<file path="src/rtl/simmem_row_delay_calc.sv">
// Single-bank DRAM timing model: charges each accepted request a row-buffer
// dependent cost in cycles, then hands its internal id to the response bank.

package simmem_pkg;
    localparam int AxAddrWidth            = 16;
    localparam int AxLenWidth             = 8;
    localparam int RowBufferLenWidth      = 8;
    localparam int WriteRespBankAddrWidth = 5;
    localparam int RowHitCost             = 10;
    localparam int PrechargeCost          = 50;
    localparam int ActivationCost         = 45;
endpackage

module simmem_row_delay_calc #(
    parameter int AddrWidth      = simmem_pkg::AxAddrWidth,
    parameter int LenWidth       = simmem_pkg::AxLenWidth,
    parameter int RowBufLenWidth = simmem_pkg::RowBufferLenWidth,
    parameter int IidWidth       = simmem_pkg::WriteRespBankAddrWidth,
    parameter int RowHitCost     = simmem_pkg::RowHitCost,
    parameter int PrechargeCost  = simmem_pkg::PrechargeCost,
    parameter int ActivationCost = simmem_pkg::ActivationCost,
    parameter int CostWidth      = $clog2(PrechargeCost + ActivationCost + RowHitCost + 2**LenWidth)
) (
    input  logic                            clk_i,
    input  logic                            rst_ni,
    input  logic                            req_valid_i,
    output logic                            req_ready_o,
    input  logic [AddrWidth-1:0]            req_addr_i,
    input  logic [LenWidth-1:0]             req_burst_len_i,
    input  logic                            req_is_write_i,
    input  logic [IidWidth-1:0]             req_iid_i,
    output logic                            rel_valid_o,
    input  logic                            rel_ready_i,
    output logic [IidWidth-1:0]             rel_iid_o,
    output logic                            rel_is_write_o,
    output logic [CostWidth-1:0]            rel_cost_o,
    output logic                            row_open_o,
    output logic [AddrWidth-RowBufLenWidth-1:0] open_row_o
);

    localparam int RowWidth = AddrWidth - RowBufLenWidth;

    typedef enum logic [1:0] {
        IDLE,
        SERVE,
        RELEASE
    } state_e;

    state_e               state;
    logic [CostWidth-1:0] cnt;
    logic [CostWidth-1:0] req_cost;
    logic [RowWidth-1:0]  req_row;

    assign req_row     = req_addr_i[AddrWidth-1:RowBufLenWidth];
    assign req_ready_o = (state == IDLE);

    // Only the start address picks the row; row-crossing bursts pay once.
    always_comb begin
        req_cost = CostWidth'(RowHitCost) + CostWidth'(req_burst_len_i);
        if (!row_open_o) begin
            req_cost = req_cost + CostWidth'(ActivationCost);
        end else if (open_row_o != req_row) begin
            req_cost = req_cost + CostWidth'(PrechargeCost + ActivationCost);
        end
    end

    // Counter holds cost-1 after acceptance so the release lands at t+cost.
    always_ff @(posedge clk_i) begin
        if (!rst_ni) begin
            state          <= IDLE;
            cnt            <= '0;
            rel_valid_o    <= 1'b0;
            rel_iid_o      <= '0;
            rel_is_write_o <= 1'b0;
            rel_cost_o     <= '0;
            row_open_o     <= 1'b0;
            open_row_o     <= '0;
        end else begin
            case (state)
                IDLE: begin
                    if (req_valid_i) begin
                        state          <= SERVE;
                        cnt            <= req_cost - 1'b1;
                        rel_iid_o      <= req_iid_i;
                        rel_is_write_o <= req_is_write_i;
                        rel_cost_o     <= req_cost;
                        row_open_o     <= 1'b1;
                        open_row_o     <= req_row;
                    end
                end
                SERVE: begin
                    if (cnt <= CostWidth'(1)) begin
                        state       <= RELEASE;
                        rel_valid_o <= 1'b1;
                    end else begin
                        cnt <= cnt - 1'b1;
                    end
                end
                RELEASE: begin
                    if (rel_ready_i) begin
                        state       <= IDLE;
                        rel_valid_o <= 1'b0;
                    end
                end
                default: begin
                    state       <= IDLE;
                    rel_valid_o <= 1'b0;
                end
            endcase
        end
    end

endmodule

</file>
<file path="config.mk">
export PLATFORM = sky130hd
export DESIGN_NAME = simmem_row_delay_calc
export DESIGN_NICKNAME = d
export VERILOG_FILES = /design/src/rtl/simmem_row_delay_calc.sv
export SDC_FILE = /design/constraint.sdc
export NUM_CORES = 1
export LEC_CHECK = 0
export ABC_CLOCK_PERIOD_IN_PS = 3170
export CORE_ASPECT_RATIO = 0.75
export CORE_MARGIN = 8
export CORE_UTILIZATION = 49
export CTS_CLUSTER_DIAMETER = 120
export DETAILED_ROUTE_END_ITERATION = 7
export DONT_BUFFER_PORTS = 1
export SYNTH_ARGS = -nofsm -noshare
export SYNTH_HDL_FRONTEND = slang
export SYNTH_SLANG_ARGS = --single-unit
export TNS_END_PERCENT = 5
</file>
<file path="constraint.sdc">
create_clock -name clk_i -period 3.17 [get_ports clk_i]
set_clock_uncertainty 0.1 [all_clocks]
set_input_delay 0.951 -clock clk_i [delete_from_list [all_inputs] [get_ports clk_i]]
set_output_delay 0.951 -clock clk_i [all_outputs]
set_load 0.05 [all_outputs]
</file>
==> flow_summary.json <==
{
  "ir_drop_v": 0.000314,
  "slew_headroom": 0.582,
  "fmax_mhz": 356,
  "outcome": "complete, no violations",
  "tightest_slew_ps": 625,
  "yosysTopAreaCell": "dfxtp_1",
  "arrival_ps": 2890,
  "core_sq_um": 4930,
  "wl_per_cell_microns": 15.7,
  "critical_path.startpoint": "req_burst_len_i[1]",
  "hold_end": "cnt[1]$_SDFFE_PN0P_",
  "drive_above_1_share": 0.164,
  "grt.total_usage": 0.168,
  "cts_max_level": 2,
  "cp_cell_sequence": "inv_1, ha_1, a211oi_2, nor3b_1, a221oi_2, o211ai_1, buf_4, o211ai_1, nor3_1, xor2_1, o21ai_1",
  "drt_first_iter_violations": 151,
  "finish.net_count": 377,
  "cp_slowest_cell": "ha_1",
  "r2r_setup_slack_ps": 620,
  "dieArea_sq_um": 7700,
  "grt_pass1_vias": 2341,
  "r2r-start": "cnt[1]$_SDFFE_PN0P_",
  "hold_buffers": 0,
  "synth.top_cell.area_share": 0.287,
  "vias": 2232,
  "cts_sinks": 36,
  "ios": 60,
  "p_per_area_nw_per_um2": 626,
  "worstHoldStart": "cnt[1]$_SDFFE_PN0P_",
  "path_delay_family": "compound AO/OA/AOI/OAI gates",
  "cp.required_ps": 3250,
  "ant_nets": 0,
  "grt_pass1_wl_microns": 10800,
  "setup_viol": 0,
  "critical_path_class": "input port to register",
  "fin_crit_sh": 0.885,
  "gp_congestion": 0.818,
  "cts_root_buffer": "clkbuf_8",
  "synth.area.top_cells": "dfxtp_1, nand2_1, a21boi_0, xnor2_1, ha_1",
  "crit_buf_inv": 2,
  "crit_top_cell": "o211ai_1",
  "final_cell_mix": "nand2_1, dfxtp_1, buf_4, nor2_1, a21boi_0",
  "final-hold-violation-count": 0,
  "grt-ovfl-total": 0,
  "min_path_type": "register to register",
  "final_common_cell": "nand2_1",
  "async_flop_share": 0,
  "power.total_mw": 1.74,
  "die-width_microns": 98.7,
  "worstRegToRegCells": 8,
  "max_stage_delay_ps": 370,
  "syn_area_sq_um": 2510,
  "hold_path_depth": 2,
  "initial_core_util": 0.510,
  "path_clk_slew_ps": 90,
  "synth-seq-cells": 36,
  "synth-edff-count": 0,
  "dpl.hpwl_microns": 4650,
  "area.growth.synth_to_final_pct": 10.4,
  "min_period_ps": 2810,
  "power_leakage_nw": 1.08,
  "cts_tree": "built",
  "synth_cells": 319,
  "rows": 22,
  "fin_setup_tns_ps": 0,
  "avgSynthCellArea_sq_um": 7.88,
  "die_h_microns": 78.0,
  "clk_latency_ps": 290,
  "cp-start-kind": "input port",
  "ctsResizeCount": 0,
  "grt_start_max_net_pins": 38,
  "drv_slew": 0,
  "wirelength_microns": 6220,
  "drtPass1Iterations": 4,
  "post_cts_buffers": 0,
  "cp_max_fo": 9,
  "portBuffers": 0,
  "seq_area_frac_synth": 0.287,
  "antenna_cells": 0,
  "cts_buffers": 5,
  "reg2reg_to": "cnt[4]$_SDFFE_PN0P_",
  "synth_nets": 361,
  "yosysWarnings": 0,
  "drc": 0,
  "clock_path_buffers": 2,
  "antenna_found_initial": 0,
  "viasPerCell": 5.64,
  "ys_types": 61,
  "rsz0062_at_grt": "false",
  "end_kind": "register",
  "synthFlopType": "dfxtp_1",
  "cap_violations": 0
}
cell usage after synthesis, types with 4 or more instances:
master	count
ha_1	8
a21oi_1	14
and2_1	7
nand3_1	6
a21boi_0	21
o21ai_0	18
inv_1	9
nand2_1	59
o211a_1	6
xor2_1	6
nand4_1	5
dfxtp_1	36
xnor2_1	17
o211ai_1	4
clkbuf_1	10
nor3_1	9
nor2_1	22
routing by layer:
metal,vias up,part of all wire,global-route usage
met2,51,0.40,0.257
met1,1016,0.51,0.220
met3,2,0.083,0.0652
met4,0,0.0040,0.0305
met5,-,0,0
li1,1163,-,-
tightest hold or removal path: stages, from the launching register on:
cell,delay [ps]
dfxtp_1,340
nand2_1,60
a21boi_0,60
stage by stage:
stage | cell area [sq um] | instances | setup WS, ps | utilization | hold slack, ps
after CTS | 2780 | 396 | 353 | 0.564 | 406
after detailed placement | 2690 | 388 | 52.3 | 0.546 | 394
after floorplan | 2510 | 319 | 144 | - | 363
after global placement | 2690 | 388 | 76.1 | 0.546 | 384
final | 2780 | 396 | 363 | 0.564 | 399
after global routing | 2780 | 396 | 183 | 0.564 | 442
layout make-up:
class | count | area, sq um
Sequential cell | 36 | 721
Multi-Input combinational cell | 257 | 1670
Inverter | 10 | 37.5
Clock inverter | 3 | 18.8
Clock buffer | 5 | 68.8
Fill cell | 468 | 2150
Timing Repair Buffer | 25 | 188
Tap cell | 60 | 75.1
where the power goes:
| group | leakage (nW) | internal (mW) | switching, mW |
|---|---|---|---|
| logic | 0.740 | 0.275 | 0.415 |
| registers | 0.296 | 0.533 | 0.184 |
| clock network | 0.0479 | 0.153 | 0.178 |
sequential cells by signal, summed over array words and instances, names as in the netlist:
name            count
cnt                 9
open_row_o          8
rel_cost_o          9
rel_iid_o           5
rel_is_write_o      1
rel_valid_o         1
row_open_o          1
state               2
kinds of logic (layout without fill, tap and decap cells):
logic type / after synthesis / count (layout) / synth area share
XOR/XNOR: 25 / 25 / 0.0930
AO/OA/AOI/OAI: 95 / 95 / 0.285
adder cells (fa/ha/maj): 8 / 8 / 0.0398
AND/OR/NAND/NOR: 128 / 128 / 0.242
buffers and inverters: 26 / 43 / 0.0498
multiplexers: 1 / 1 / 0.00398
flip-flops: 36 / 36 / 0.287
how the worst max path moves through the flow:
stage	endpoint	slack (ps)	depth (start not counted)
floorplan	cnt[8]$_SDFFE_PN0P_	140	10
global placement	cnt[7]$_SDFFE_PN0P_	80	11
detailed placement	cnt[7]$_SDFFE_PN0P_	50	11
CTS	cnt[7]$_SDFFE_PN0P_	350	11
global route	cnt[7]$_SDFFE_PN0P_	180	11
finish	cnt[7]$_SDFFE_PN0P_	360	11
Note: power is estimated with default switching activity, not from simulation.
